===== src/rtl/ip_pkg.sv =====
// Shared IP-layer definitions for the TX arbiter and its neighbours.
//   - IP protocol numbers carried on tx_ip_proto
//   - AXI-Stream tdest encoding of the traffic source (same as the RX path)
//   - Arbiter FSM state encoding
package ip_pkg;

    localparam logic [7:0] IP_PROTO_UDP  = 8'd17;
    localparam logic [7:0] IP_PROTO_ICMP = 8'd1;

    localparam logic TDEST_UDP  = 1'b0;
    localparam logic TDEST_ICMP = 1'b1;

    typedef enum logic [1:0] {
        ST_IDLE  = 2'd0,
        ST_XFER  = 2'd1,
        ST_ABORT = 2'd2,
        ST_FLUSH = 2'd3
    } tx_arb_state_e;

    // Protocol number for a source, keyed by its tdest encoding.
    function automatic logic [7:0] proto_of(input logic src);
        return (src == TDEST_ICMP) ? IP_PROTO_ICMP : IP_PROTO_UDP;
    endfunction

endpackage


===== src/rtl/ip_tx_arbiter_stall_watchdog.sv =====
// Stall watchdog: counts enabled cycles since the last clear and raises
// fire combinationally on the cycle that would make the count reach TERMINAL.
//   clk, rst : clock, asynchronous active-high reset
//   clr      : synchronous clear (has priority over en)
//   en       : count this cycle
//   fire     : this enabled cycle is the TERMINAL-th since the last clear
module stall_watchdog #(
    parameter logic [15:0] TERMINAL = 16'd4096
) (
    input  logic clk,
    input  logic rst,
    input  logic clr,
    input  logic en,
    output logic fire
);

    logic [15:0] cnt_q, cnt_d;

    always_comb begin
        cnt_d = cnt_q;
        if (clr) begin
            cnt_d = 16'd0;
        end else if (en) begin
            cnt_d = cnt_q + 16'd1;
        end
    end

    // Firing on TERMINAL-1 lets the owner register its reaction on the same
    // edge that the count reaches TERMINAL.
    assign fire = en && !clr && (cnt_q == (TERMINAL - 16'd1));

    always_ff @(posedge clk or posedge rst) begin
        if (rst) begin
            cnt_q <= 16'd0;
        end else begin
            cnt_q <= cnt_d;
        end
    end

endmodule


===== src/rtl/ip_tx_arbiter.sv =====
// Packet-level round-robin arbiter sharing the IP TX path between the UDP
// and ICMP transmitters (tx_mac_aclk domain).
//   udp_* / icmp_*      : source metadata (dst, len) and byte streams
//   tx_ip_proto/dst/len : metadata latched at grant, held until next grant
//   tx_axis_ip_*        : stream to the IP framer; tuser marks an abort beat,
//                         tdest identifies the source (0 UDP, 1 ICMP)
//   tx_busy             : arbiter not idle
//   tx_abort            : one-cycle pulse in the first ABORT cycle
module ip_tx_arbiter
    import ip_pkg::*;
#(
    parameter logic [15:0] TIMEOUT_CYC = 16'd4096
) (
    input  logic        tx_mac_aclk,
    input  logic        tx_mac_reset,
    input  logic [31:0] udp_tx_ip_dst,
    input  logic [15:0] udp_tx_ip_len,
    input  logic [7:0]  udp_axis_tdata,
    input  logic        udp_axis_tvalid,
    input  logic        udp_axis_tlast,
    output logic        udp_axis_tready,
    input  logic [31:0] icmp_tx_ip_dst,
    input  logic [15:0] icmp_tx_ip_len,
    input  logic [7:0]  icmp_axis_tdata,
    input  logic        icmp_axis_tvalid,
    input  logic        icmp_axis_tlast,
    output logic        icmp_axis_tready,
    output logic [7:0]  tx_ip_proto,
    output logic [31:0] tx_ip_dst,
    output logic [15:0] tx_ip_len,
    output logic [7:0]  tx_axis_ip_tdata,
    output logic        tx_axis_ip_tvalid,
    output logic        tx_axis_ip_tlast,
    input  logic        tx_axis_ip_tready,
    output logic        tx_axis_ip_tuser,
    output logic        tx_axis_ip_tdest,
    output logic        tx_busy,
    output logic        tx_abort
);

    tx_arb_state_e state_q, state_d;
    // grant_q doubles as last_grant: in IDLE it still holds the previous winner.
    logic          grant_q, grant_d;
    logic          tdest_q, tdest_d;
    logic [7:0]    proto_q, proto_d;
    logic [31:0]   dst_q, dst_d;
    logic [15:0]   len_q, len_d;
    logic          abort_q, abort_d;

    logic [7:0]    src_tdata;
    logic          src_tvalid;
    logic          src_tlast;
    logic          src_tready;
    logic          winner;
    logic          wd_fire;
    logic          wd_en;
    logic          wd_clr;

    assign src_tdata  = (grant_q == TDEST_ICMP) ? icmp_axis_tdata  : udp_axis_tdata;
    assign src_tvalid = (grant_q == TDEST_ICMP) ? icmp_axis_tvalid : udp_axis_tvalid;
    assign src_tlast  = (grant_q == TDEST_ICMP) ? icmp_axis_tlast  : udp_axis_tlast;

    // Only source starvation counts; downstream backpressure keeps tvalid high.
    assign wd_en  = (state_q == ST_XFER) && !src_tvalid;
    assign wd_clr = (state_q != ST_XFER) || src_tvalid;

    stall_watchdog #(
        .TERMINAL(TIMEOUT_CYC)
    ) u_stall_watchdog (
        .clk  (tx_mac_aclk),
        .rst  (tx_mac_reset),
        .clr  (wd_clr),
        .en   (wd_en),
        .fire (wd_fire)
    );

    always_comb begin
        state_d           = state_q;
        grant_d           = grant_q;
        tdest_d           = tdest_q;
        proto_d           = proto_q;
        dst_d             = dst_q;
        len_d             = len_q;
        abort_d           = 1'b0;
        winner            = TDEST_UDP;
        src_tready        = 1'b0;
        tx_axis_ip_tdata  = 8'h00;
        tx_axis_ip_tvalid = 1'b0;
        tx_axis_ip_tlast  = 1'b0;
        tx_axis_ip_tuser  = 1'b0;

        case (state_q)
            ST_IDLE: begin
                if (udp_axis_tvalid || icmp_axis_tvalid) begin
                    if (udp_axis_tvalid && icmp_axis_tvalid) begin
                        winner = ~grant_q;
                    end else begin
                        winner = icmp_axis_tvalid ? TDEST_ICMP : TDEST_UDP;
                    end
                    grant_d = winner;
                    tdest_d = winner;
                    proto_d = proto_of(winner);
                    dst_d   = (winner == TDEST_ICMP) ? icmp_tx_ip_dst : udp_tx_ip_dst;
                    len_d   = (winner == TDEST_ICMP) ? icmp_tx_ip_len : udp_tx_ip_len;
                    state_d = ST_XFER;
                end
            end
            ST_XFER: begin
                tx_axis_ip_tdata  = src_tdata;
                tx_axis_ip_tvalid = src_tvalid;
                tx_axis_ip_tlast  = src_tlast;
                src_tready        = tx_axis_ip_tready;
                if (src_tvalid && tx_axis_ip_tready && src_tlast) begin
                    state_d = ST_IDLE;
                end else if (wd_fire) begin
                    abort_d = 1'b1;
                    state_d = ST_ABORT;
                end
            end
            ST_ABORT: begin
                tx_axis_ip_tvalid = 1'b1;
                tx_axis_ip_tlast  = 1'b1;
                tx_axis_ip_tuser  = 1'b1;
                if (tx_axis_ip_tready) begin
                    state_d = ST_FLUSH;
                end
            end
            ST_FLUSH: begin
                // Drain the rest of the stalled packet so the source can recover.
                src_tready = 1'b1;
                if (src_tvalid && src_tlast) begin
                    state_d = ST_IDLE;
                end
            end
            default: state_d = ST_IDLE;
        endcase
    end

    assign udp_axis_tready  = src_tready && (grant_q == TDEST_UDP);
    assign icmp_axis_tready = src_tready && (grant_q == TDEST_ICMP);
    assign tx_axis_ip_tdest = tdest_q;
    assign tx_ip_proto      = proto_q;
    assign tx_ip_dst        = dst_q;
    assign tx_ip_len        = len_q;
    assign tx_busy          = (state_q != ST_IDLE);
    assign tx_abort         = abort_q;

    always_ff @(posedge tx_mac_aclk or posedge tx_mac_reset) begin
        if (tx_mac_reset) begin
            state_q <= ST_IDLE;
            grant_q <= TDEST_ICMP;
            tdest_q <= 1'b0;
            proto_q <= 8'd0;
            dst_q   <= 32'd0;
            len_q   <= 16'd0;
            abort_q <= 1'b0;
        end else begin
            state_q <= state_d;
            grant_q <= grant_d;
            tdest_q <= tdest_d;
            proto_q <= proto_d;
            dst_q   <= dst_d;
            len_q   <= len_d;
            abort_q <= abort_d;
        end
    end

endmodule


===== config.mk =====
export PLATFORM = sky130hd
export DESIGN_NAME = ip_tx_arbiter
export DESIGN_NICKNAME = d
export VERILOG_FILES = /design/src/rtl/ip_pkg.sv /design/src/rtl/ip_tx_arbiter_stall_watchdog.sv /design/src/rtl/ip_tx_arbiter.sv
export SDC_FILE = /design/constraint.sdc
export NUM_CORES = 1
export LEC_CHECK = 0
export CAP_MARGIN = 20
export CORE_MARGIN = 1
export CORE_UTILIZATION = 35
export CTS_CLUSTER_SIZE = 40
export DETAILED_ROUTE_END_ITERATION = 8
export GPL_TIMING_DRIVEN = 0
export MAX_ROUTING_LAYER = met4
export PLACE_DENSITY = 0.78
export SETUP_SLACK_MARGIN = 0.3
export SLEW_MARGIN = 20
export SYNTH_ARGS = -nofsm -noshare
export SYNTH_HDL_FRONTEND = slang
export SYNTH_SLANG_ARGS = --single-unit

===== constraint.sdc =====
create_clock -name tx_mac_aclk -period 2.5 [get_ports tx_mac_aclk]
set_clock_uncertainty 0.15 [all_clocks]
set_input_delay 0.375 -clock tx_mac_aclk [delete_from_list [all_inputs] [get_ports tx_mac_aclk]]
set_output_delay 0.375 -clock tx_mac_aclk [all_outputs]
set_load 0.01 [all_outputs]

==> results of run 1 <==
[worst max-delay path, stage by stage (launching register included)]
cell	delay [ps]
dfstp_2	540
buf_8	130
mux2i_4	270
nor2b_1	70
o21a_1	170
buf_2	140
[layout by cell type (no fill, tap or decap), types with 10 or more instances in the layout]
cell type and instances:
clkdlybuf4s50_1 169, buf_4 12, a222oi_1 48, inv_1 49, clkbuf_8 10, dfrtp_1 69
nand2_1 11, nor2b_1 11, clkbuf_2 13, nor2_1 17
[kinds of logic (layout without fill, tap and decap cells)]
family	count (synthesis)	after routing
buffers and inverters	80	285
flip-flops	71	71
AND/OR/NAND/NOR	68	68
AO/OA/AOI/OAI	65	65
XOR/XNOR	12	12
multiplexers	11	11
adder cells (fa/ha/maj)	6	6
other	1	6
[state kept, by name, indices dropped and copies added, names as in the netlist]
register	cells
grant_q	1
state_q	2
tx_abort	1
tx_axis_ip_tdest	1
tx_ip_dst	32
tx_ip_len	16
tx_ip_proto	2
u_stall_watchdog.cnt_q	16
[metal layers]
| layer | track usage | part of all wire |
|---|---|---|
| met4 | 0.07804 | 0.017 |
| met2 | 0.3830 | 0.52 |
| met5 | - | 0 |
| met3 | 0.04646 | 0.054 |
| met1 | 0.2690 | 0.40 |
[repair_timing]
| item | in CTS | in global routing |
|---|---|---|
| setup endpoints to repair | 51 | 50 |
| pin swaps | 0 | 1 |
| buffers inserted | 3 | 1 |
| hold buffers | 0 | 0 |
| gates cloned | 0 | 1 |
| resized for setup | 37 | 30 |
[worst paths after layout]
check | depth (start not counted) | slack [ps] | endpoint | from
worst max-delay path | 5 | 310 | tx_axis_ip_tvalid | grant_q
worst min-delay path | 2 | 110 | tx_ip_dst[29] | tx_mac_reset
worst max register to register | 7 | 430 | tx_ip_dst[27] | state_q[0]
worst min register to register | 1 | 330 | tx_ip_proto[4] | tx_ip_proto[4]
max in group asynchronous | 4 | 1450 | grant_q | tx_mac_reset
min in group tx_mac_aclk | 1 | 330 | tx_ip_proto[4] | tx_ip_proto[4]
[power groups by stage]
stage | registers, mW | clock network (mW) | logic, mW
final | 1.83 | 1.12 | 2.89
after global routing | 1.88 | 1.20 | 3.10
after global placement | 1.82 | 0 | 2.70
after CTS | 1.83 | 1.15 | 2.81
after floorplan | 1.99 | 0 | 1.13
after detailed placement | 1.84 | 0 | 2.78
[area by class of cell]
class / instances / area share
timing repair buffer: 190 / 0.3269
sequential: 71 / 0.3056
multi-input combinational: 168 / 0.2334
inverter: 53 / 0.03482
buffer: 27 / 0.02966
tap: 129 / 0.02772
clock buffer: 10 / 0.02364
clock inverter: 5 / 0.01827
==> results by group, run 1 <==
Synth
  – Mux contribution to synthesized area: 0.03644
  – Largest family of logic cells by synthesized area: compound AO/OA/AOI/OAI gates
  – Xor and xnor fraction of the mapped netlist area: 0.03092
  – Synth top area share: 0.5153
  – Post-synth EDFFs: 0
  – Synth top area cells: dfrtp_1, a222oi_1, inv_1
  – Synth unique cells: 39
  – Most common cell in the synthesized netlist: dfrtp_1
  – Syn Std Cell Area: 3400 um^2
  – Synthesized instance count: 314
  – Synthesized-area fraction occupied by and/or/nand/nor cells: 0.1167
  – Post-synthesis sequential area ratio: 0.5230
  – Ys flop type: dfrtp_1
  – Adder-cell share of the synthesized area: 0.02208
  – Post-Syn Area per Cell: 10.83 um^2
  – Synth Register Bits: 71
  – Synth top cells by count: dfrtp_1, inv_1, a222oi_1, nor2_1, clkbuf_1
  – Warnings from Yosys: 0
  – Compound-gate portion of the synthesized area: 0.1700
  – Leading area contributor after synthesis: dfrtp_1
  – Asr flop ratio synth: 1.000

CTS
  – TritonCTS Buffers: 9
  – H-tree levels: 3
  – Clk_lat worst skew: 340 ps
  – Root Driver: clkbuf_8
  – CTS tree: built
  – Clk sinks: 71
  – CTS max path bufs: 2
  – Clock-pin slew on the worst setup and hold paths: 80 ps

Power and ir drop
  – Clock power share: 0.192
  – Worst VDD drop: 667.0 uV
  – Switching power: 2.007 mW
  – Power Density: 1004 nW/um^2
  – Leak: 2.699 nW
  – Switching Fraction: 0.3435
  – Power share of the combinational group: 0.494
  – Flop pwr share: 0.314
  – Total power: 5.843 mW
  – Pint: 3.836 mW

Placed design
  – Dpl cells: 633
  – Post-placement worst setup slack: 52.09 ps
  – DP Area: 5480 um^2
  – Hpwl dp: 8182 um
  – RePlAce Congestion: 0.8022
  – IO Port Bufs: 182

Floorplan
  – Die area: 10110 um^2
  – # IOs: 191
  – Row Count: 35
  – Initial Util: 0.3645
  – Die width: 100.6 um
  – Die Height: 100.6 um
  – CORE AREA: 9328 um^2

Timing
  – Fin crit share: 0.8741
  – Worst hold slack: 109.0 ps
  – Max Slew Vio Count: 0
  – Final setup TNS: 0 ps
  – Final WS setup: 314.7 ps
  – Unrepaired setup endpoints after global routing: yes
  – Final setup viols: 0
  – Fin crit period: 2185 ps
  – Final Hold Vio Count: 0
  – Fmax: 457.6 MHz

Routing
  – Vias: 3314
  – Iter 0 DRT Violations: 267
  – DRT Pass-1 Iters: 7
  – # DRC: 0
  – WL per Instance: 16.65 um
  – Vias/cell: 5.075
  – Antenna Nets Post-Route: 0
  – Routed WL: 10880 um

Final layout
  – Share of post-route cells with drive strength above 1: 0.1412
  – Fin util: 0.6241
  – Fillers: 738
  – Final #Nets: 645
  – Fin cells: 653
  – Inserted Diodes: 0
  – Register area: 1779 um^2
  – Fin area: 5822 um^2
  – Area delta synth->final: 71.25%
  – Multi-input gate area: 1359 um^2

Critical path
  – Worst setup path class: reg -> out
  – Type of origin of the critical path: register
  – Crit path DAT: 1660 ps
  – WP data required: 1980 ps
  – Critical path capture point type: output pin
  – Crit path max fanout: 6

Global route
  – Largest net degree at the start of global routing: 30
  – GRT overflow: 0
  – GRT Total Usage: 0.2265
  – Vias in the first global route: 3446
  – Initial antenna violation count: 0
  – First-pass GRT wire length: 17000 um

Flow run
  – Max_cap viols: 0

Status
  – Status: finished clean

Hold path
  – Hold Path Class: in -> async
Power figures use the tool's default switching activity.
==> run 2: changes to the inputs <==
DONT_BUFFER_PORTS = 1   (was default)
PLACE_DENSITY = 0.53   (was 0.78)
==> run 2 against run 1 <==
Combinational power is 47% lower. Utilization is 17 points lower. Critical path type unchanged. Final cell count is 23% lower. Critical path depth stayed put. Largest power group is now registers. Flip-flop and latch count stayed put. Sequential power is 14% higher. Highest routed layer unchanged. Global-route usage is 3.5 points lower. Clock power is 19% lower. Final area is 27% lower. Critical endpoint is now icmp_axis_tready.
==> results by group, run 2 (same netlist as run 1, synthesis figures left out) <==
Power and ir drop
  – Switching Fraction: 0.4036 (+0.06005)
  – Total power: 4.516 mW (-23%)
  – Worst VDD drop: 529.4 uV (-21%)
  – Clock power share: 0.200 (+0.008)
  – Switching power: 1.822 mW (-9.2%)
  – Power share of the combinational group: 0.338 (-0.156)
  – Power Density: 1065 nW/um^2 (+6.1%)
  – Leak: 2.064 nW (-24%)
  – Pint: 2.693 mW (-30%)
  – Flop pwr share: 0.463 (+0.149)

Global route
  – GRT overflow: 0 (unchanged)
  – Initial antenna violation count: 0 (unchanged)
  – GRT Total Usage: 0.1919 (-0.03461)
  – Vias in the first global route: 2730 (-21%)
  – First-pass GRT wire length: 14230 um (-16%)
  – Largest net degree at the start of global routing: 33 (+10%)

Critical path
  – Critical register-to-register path startpoint: state_q[0]
  – R2R Setup Slk: 450 ps (+20 ps)
  – Worst setup path class: reg -> out
  – Worst r2r path cells: 8 (+1)
  – Crit path from: state_q[1]
  – Critical path capture point type: output pin
  – Crit path DAT: 1620 ps (-40 ps)
  – Capture point of the critical path: icmp_axis_tready
  – Crit path max fanout: 10 (+4)
  – Type of origin of the critical path: register
  – WP data required: 1980 ps (about the same)
  – Reg2reg end: tx_ip_dst[6]

Timing
  – Final setup TNS: 0 ps (unchanged)
  – Final WS setup: 351.5 ps (+36.86 ps)
  – Max Slew Vio Count: 0 (unchanged)
  – Fin crit period: 2148 ps (-36.86 ps)
  – Fin crit share: 0.8594 (-0.01474)
  – Fmax: 465.4 MHz (+1.7%)
  – Final Hold Vio Count: 0 (unchanged)
  – Final setup viols: 0 (unchanged)
  – Unrepaired setup endpoints after global routing: yes

Floorplan
  – Die width: 100.6 um (unchanged)
  – Die area: 10110 um^2 (unchanged)
  – CORE AREA: 9328 um^2 (unchanged)
  – Initial Util: 0.3645 (unchanged)
  – Row Count: 35 (unchanged)
  – # IOs: 191 (unchanged)
  – Die Height: 100.6 um (unchanged)

CTS
  – Clk sinks: 71 (unchanged)
  – CTS tree: built
  – Post-CTS setup buffers: 0 (-3)
  – Clock-pin slew on the worst setup and hold paths: 80 ps (about the same)
  – Root Driver: clkbuf_8
  – TritonCTS Buffers: 9 (unchanged)
  – CTS max path bufs: 2 (unchanged)
  – Clk_lat worst skew: 340 ps (about the same)
  – H-tree levels: 3 (unchanged)

Final layout
  – Share of post-route cells with drive strength above 1: 0.1467 (+0.005445)
  – Area delta synth->final: 24.70%
  – Largest register FFs: 32 (unchanged)
  – Fin util: 0.4545 (-0.1697)
  – Final #Nets: 495 (-23%)
  – Inserted Diodes: 0 (unchanged)
  – Most frequent cells in the layout: dfrtp_1, inv_1, a222oi_1
  – Most common cell after layout, fill and taps aside: dfrtp_1

Hold path
  – Hold Path Class: in -> reg

Routing
  – Antenna Nets Post-Route: 0 (unchanged)
  – DRT Pass-1 Iters: 8 (+1)
  – Iter 0 DRT Violations: 239 (-10%)
  – Routed WL: 9296 um (-15%)
  – WL per Instance: 18.44 um (+11%)
  – Vias: 2762 (-17%)
  – # DRC: 0 (unchanged)
  – Vias/cell: 5.480 (+8.0%)

Status
  – Status: finished clean

Placed design
  – Hpwl dp: 6436 um (-21%)
  – IO Port Bufs: 0 (-100%)
  – RePlAce Congestion: 0.9011 (+12%)
  – Post-placement worst setup slack: 3.525 ps (-48.56 ps)

Flow run
  – Max_cap viols: 0 (unchanged)
## run 2: cell count changes in the layout (fill, tap and decap cells not counted), moves of 3 or more
cell,delta
buf_4,-5
clkbuf_2,-7
clkdlybuf4s50_1,-169
clkinv_2,+3
dlygate4sd2_1,-3
dlygate4sd3_1,+38
## run 2: worst min-delay path by stage
stage / startpoint / end / slack [ps] / cells after the start
after CTS: icmp_tx_ip_len[15] / tx_ip_len[15] / 4 / 2
after floorplan: u_stall_watchdog.cnt_q[0] / u_stall_watchdog.cnt_q[0] / 300 / 1
after global placement: u_stall_watchdog.cnt_q[0] / u_stall_watchdog.cnt_q[0] / 320 / 1
after global routing: udp_tx_ip_dst[26] / tx_ip_dst[26] / 1 / 2
after detailed placement: tx_mac_reset / tx_ip_len[1] / 70 / 1
final: icmp_tx_ip_len[15] / tx_ip_len[15] / 20 / 2
## run 2: area by class of cell
type | count | area, um^2
buffer | 27 | 163.9
clock inverter | 6 | 61.31
clock buffer | 10 | 127.6
fill | 861 | 5089
inverter | 53 | 202.7
sequential | 71 | 1778
multi-input combinational | 168 | 1324
tap | 129 | 161.4
timing repair buffer | 40 | 420.4
## run 2: metal layers
metal	global-route usage	up-vias	share of wire
met2	0.3214	135	0.51
met4	0.05240	0	0.013
met1	0.2260	1375	0.40
met3	0.05479	14	0.075
met5	-	-	0
li1	-	1238	-
## run 2: worst max-delay path, cell delays in order (launching register included)
cell	delay, ps
dfrtp_1	430
inv_1	120
ha_2	240
clkbuf_4	200
a21oi_1	100
nor2_1	190
## run 2: per-stage QoR
step	std cells	area (um^2)	hold slack [ps]
global route	504	4239	1.346
finish	504	4239	18.12
floorplan	319	3422	297.9
global placement	448	3583	321.7
detailed placement	450	3623	70.15
CTS	503	4199	3.525
## run 2: repair_timing
item / CTS / global route
setup endpoints to repair: 60 / 55
hold endpoints to repair: 106 / 1
pin swaps: 0 / 1
hold buffers: 37 / 1
gates resized for setup: 8 / 16
## run 2: power groups by stage
stage                     Sequential, mW  Clock [mW]  Combinational [mW]
after detailed placement            2.09           0                1.45
after global routing                2.14       0.986                1.71
after floorplan                     1.99           0                1.13
after CTS                           2.08       0.936                1.50
final                               2.09       0.902                1.53
after global placement              2.11           0                1.39
==> run 3: changes to the inputs <==
==> constraint.sdc (replaced) <==
create_clock -name tx_mac_aclk -period 2.5 [get_ports tx_mac_aclk]
set_clock_uncertainty 0.15 [all_clocks]
set_input_delay 0.25 -clock tx_mac_aclk [delete_from_list [all_inputs] [get_ports tx_mac_aclk]]
set_output_delay 0.25 -clock tx_mac_aclk [all_outputs]
set_load 0.01 [all_outputs]
==> run 3 against run 2 <==
Power rose by 5.1%. First-iteration DRC count is 21% higher. Sequential power about the same. Final area increased by 14%. Routed wire length up 11%. Critical path depth increased by 3. Setup slack gained 50 ps. Clock power rose by 14%. Non-clock buffer count increased by 58. Count of clock-buffer cells in the layout unchanged. Maximum frequency up 2.4%. Flip-flop and latch count did not move.
==> results by group, run 3 (same netlist as run 1, synthesis figures left out) <==
Power and ir drop
  – Worst VDD drop: 456.1 uV (-14%)
  – Leak: 2.325 nW (+13%)
  – Power share of the combinational group: 0.341 (+0.003)
  – Switching Fraction: 0.3968 (-0.006788)
  – Pint: 2.862 mW (+6.3%)
  – Switching power: 1.882 mW (+3.3%)
  – Flop pwr share: 0.442 (-0.021)
  – Clock power share: 0.217 (+0.017)
  – Power Density: 978.3 nW/um^2 (-8.2%)

Placed design
  – Hpwl dp: 6527 um (+1.4%)
  – Dpl cells: 449 (-0.22%)
  – Post-placement worst setup slack: 138.2 ps (+134.7 ps)
  – IO Port Bufs: 0 (unchanged)
  – RePlAce Congestion: 0.7613 (-16%)

Hold path
  – Hold Path Class: in -> reg
  – Hold path start: tx_axis_ip_tready

Critical path
  – Worst-path cell chain: inv_1, ha_1, nand2_1, a21oi_4, buf_4, clkbuf_4, a222oi_1, inv_1
  – Buf/Inv on CP: 4 (+2)
  – Crit path max fanout: 10 (unchanged)
  – Critical register-to-register path startpoint: state_q[0]
  – Crit-path slowest cell: dfrtp_1
  – Most used cell, CP: inv_1
  – Worst setup path class: reg -> reg
  – Critical path capture point type: register
  – Crit path from: state_q[0]
  – Crit path DAT: 2160 ps (+540 ps)
  – Largest stage delay, worst path: 440 ps (about the same)
  – WP data required: 2560 ps (+580 ps)
  – Critical path's top delay family: buffers and inverters
  – Type of origin of the critical path: register

Timing
  – Unrepaired setup endpoints after global routing: no
  – Final WS setup: 401.7 ps (+50.21 ps)
  – Fin crit period: 2098 ps (-50.21 ps)
  – Worst hold slack: 82.28 ps (+64.16 ps)
  – Max Slew Vio Count: 0 (unchanged)
  – Fin crit share: 0.8393 (-0.02008)
  – Fmax: 476.6 MHz (+2.4%)
  – Final setup viols: 0 (unchanged)
  – Final Hold Vio Count: 0 (unchanged)

Global route
  – GRT overflow: 0 (unchanged)
  – First-pass GRT wire length: 15980 um (+12%)
  – GRT Total Usage: 0.2147 (+0.02286)
  – Largest net degree at the start of global routing: 44 (+33%)
  – Initial antenna violation count: 0 (unchanged)
  – Vias in the first global route: 3151 (+15%)

Floorplan
  – CORE AREA: 9328 um^2 (unchanged)
  – Row Count: 35 (unchanged)
  – Initial Util: 0.3645 (unchanged)
  – # IOs: 191 (unchanged)
  – Die width: 100.6 um (unchanged)
  – Die area: 10110 um^2 (unchanged)
  – Die Height: 100.6 um (unchanged)

CTS
  – Clk sinks: 71 (unchanged)
  – CTS tree: built
  – CTS max path bufs: 2 (unchanged)
  – Post-CTS setup buffers: 0 (unchanged)
  – Clk_lat worst skew: 330 ps (about the same)
  – Clock-pin slew on the worst setup and hold paths: 80 ps (about the same)
  – H-tree levels: 3 (unchanged)
  – TritonCTS Buffers: 9 (unchanged)
  – Root Driver: clkbuf_8

Routing
  – WL per Instance: 18.44 um (about the same)
  – Vias/cell: 5.338 (-2.6%)
  – Antenna Nets Post-Route: 0 (unchanged)
  – Routed WL: 10360 um (+11%)
  – Vias: 3000 (+8.6%)
  – Iter 0 DRT Violations: 289 (+21%)
  – DRT Pass-1 Iters: 8 (unchanged)
  – # DRC: 0 (unchanged)

Final layout
  – Fillers: 838 (-2.7%)
  – Share of post-route cells with drive strength above 1: 0.1270 (-0.01965)
  – Fin util: 0.5199 (+0.06546)
  – Most common cell after layout, fill and taps aside: dlygate4sd3_1
  – Largest register FFs: 32 (unchanged)
  – Inserted Diodes: 0 (unchanged)
  – Final #Nets: 553 (+12%)
  – Most frequent cells in the layout: dlygate4sd3_1, dfrtp_1, inv_1
  – Area delta synth->final: 42.66%
  – Fin cells: 562 (+12%)

Status
  – Status: finished clean

Flow run
  – Max_cap viols: 0 (unchanged)
run 3: changes by cell type in the layout (fill, tap and decap cells not counted), moves of 2 or more:
cell	previous run	this run
buf_12	2	0
clkbuf_1	8	6
clkbuf_2	6	9
clkinv_2	3	0
dlygate4sd3_1	38	97
run 3: layout make-up:
type,instances,area (um^2),area share
sequential,71,1778,0.3666
clock buffer,10,127.6,0.02632
timing repair buffer,98,998.5,0.2059
tap,129,161.4,0.03328
multi-input combinational,168,1329,0.2740
buffer,27,160.2,0.03302
clock inverter,6,93.84,0.01935
inverter,53,201.4,0.04154
run 3: stage by stage:
step / total power, mW / setup TNS, ps / cell area, um^2
after global placement: 3.476 / -39910 / 3580
after CTS: 4.715 / 0 / 4816
final: 4.744 / 0 / 4850
after detailed placement: 3.524 / 0 / 3610
after global routing: 5.043 / 0 / 4850
after floorplan: 3.125 / 0 / 3418
run 3: worst register-to-register path: stages (launching register included):
cell and delay (ps):
dfrtp_1 440, inv_1 120, ha_1 280, nand2_1 130, a21oi_4 60, buf_4 190
clkbuf_4 210, a222oi_1 310, inv_1 90
run 3: worst paths after layout:
path	to	slack (ps)	depth (start not counted)
setup / recovery	tx_ip_dst[14]	400	8
hold / removal	state_q[1]	80	3
setup reg to reg	tx_ip_dst[14]	400	8
hold reg to reg	u_stall_watchdog.cnt_q[0]	330	1
max in group asynchronous	grant_q	1360	3
min in group asynchronous	tx_ip_dst[27]	230	2
run 3: power by group through the flow:
stage / sequential, mW / combinational (mW) / clock, mW
floorplan: 1.99 / 1.13 / 0
global placement: 2.10 / 1.37 / 0
detailed placement: 2.09 / 1.43 / 0
CTS: 2.09 / 1.56 / 1.07
global route: 2.14 / 1.79 / 1.11
finish: 2.10 / 1.62 / 1.03
run 3: routing by layer:
| metal | GRT usage | share of wire | up-vias |
|---|---|---|---|
| met5 | - | 0 | - |
| met1 | 0.2523 | 0.41 | 1472 |
| li1 | - | - | 1355 |
| met2 | 0.3477 | 0.50 | 157 |
| met3 | 0.06311 | 0.070 | 16 |
| met4 | 0.08250 | 0.017 | 0 |
run 3: timing repair:
action | CTS | global route
pin swaps | 0 | 0
endpoints found under the setup margin | 52 | 52
resized for setup | 6 | 21
hold buffers | 97 | 0
endpoints found under the hold margin | 118 | 0
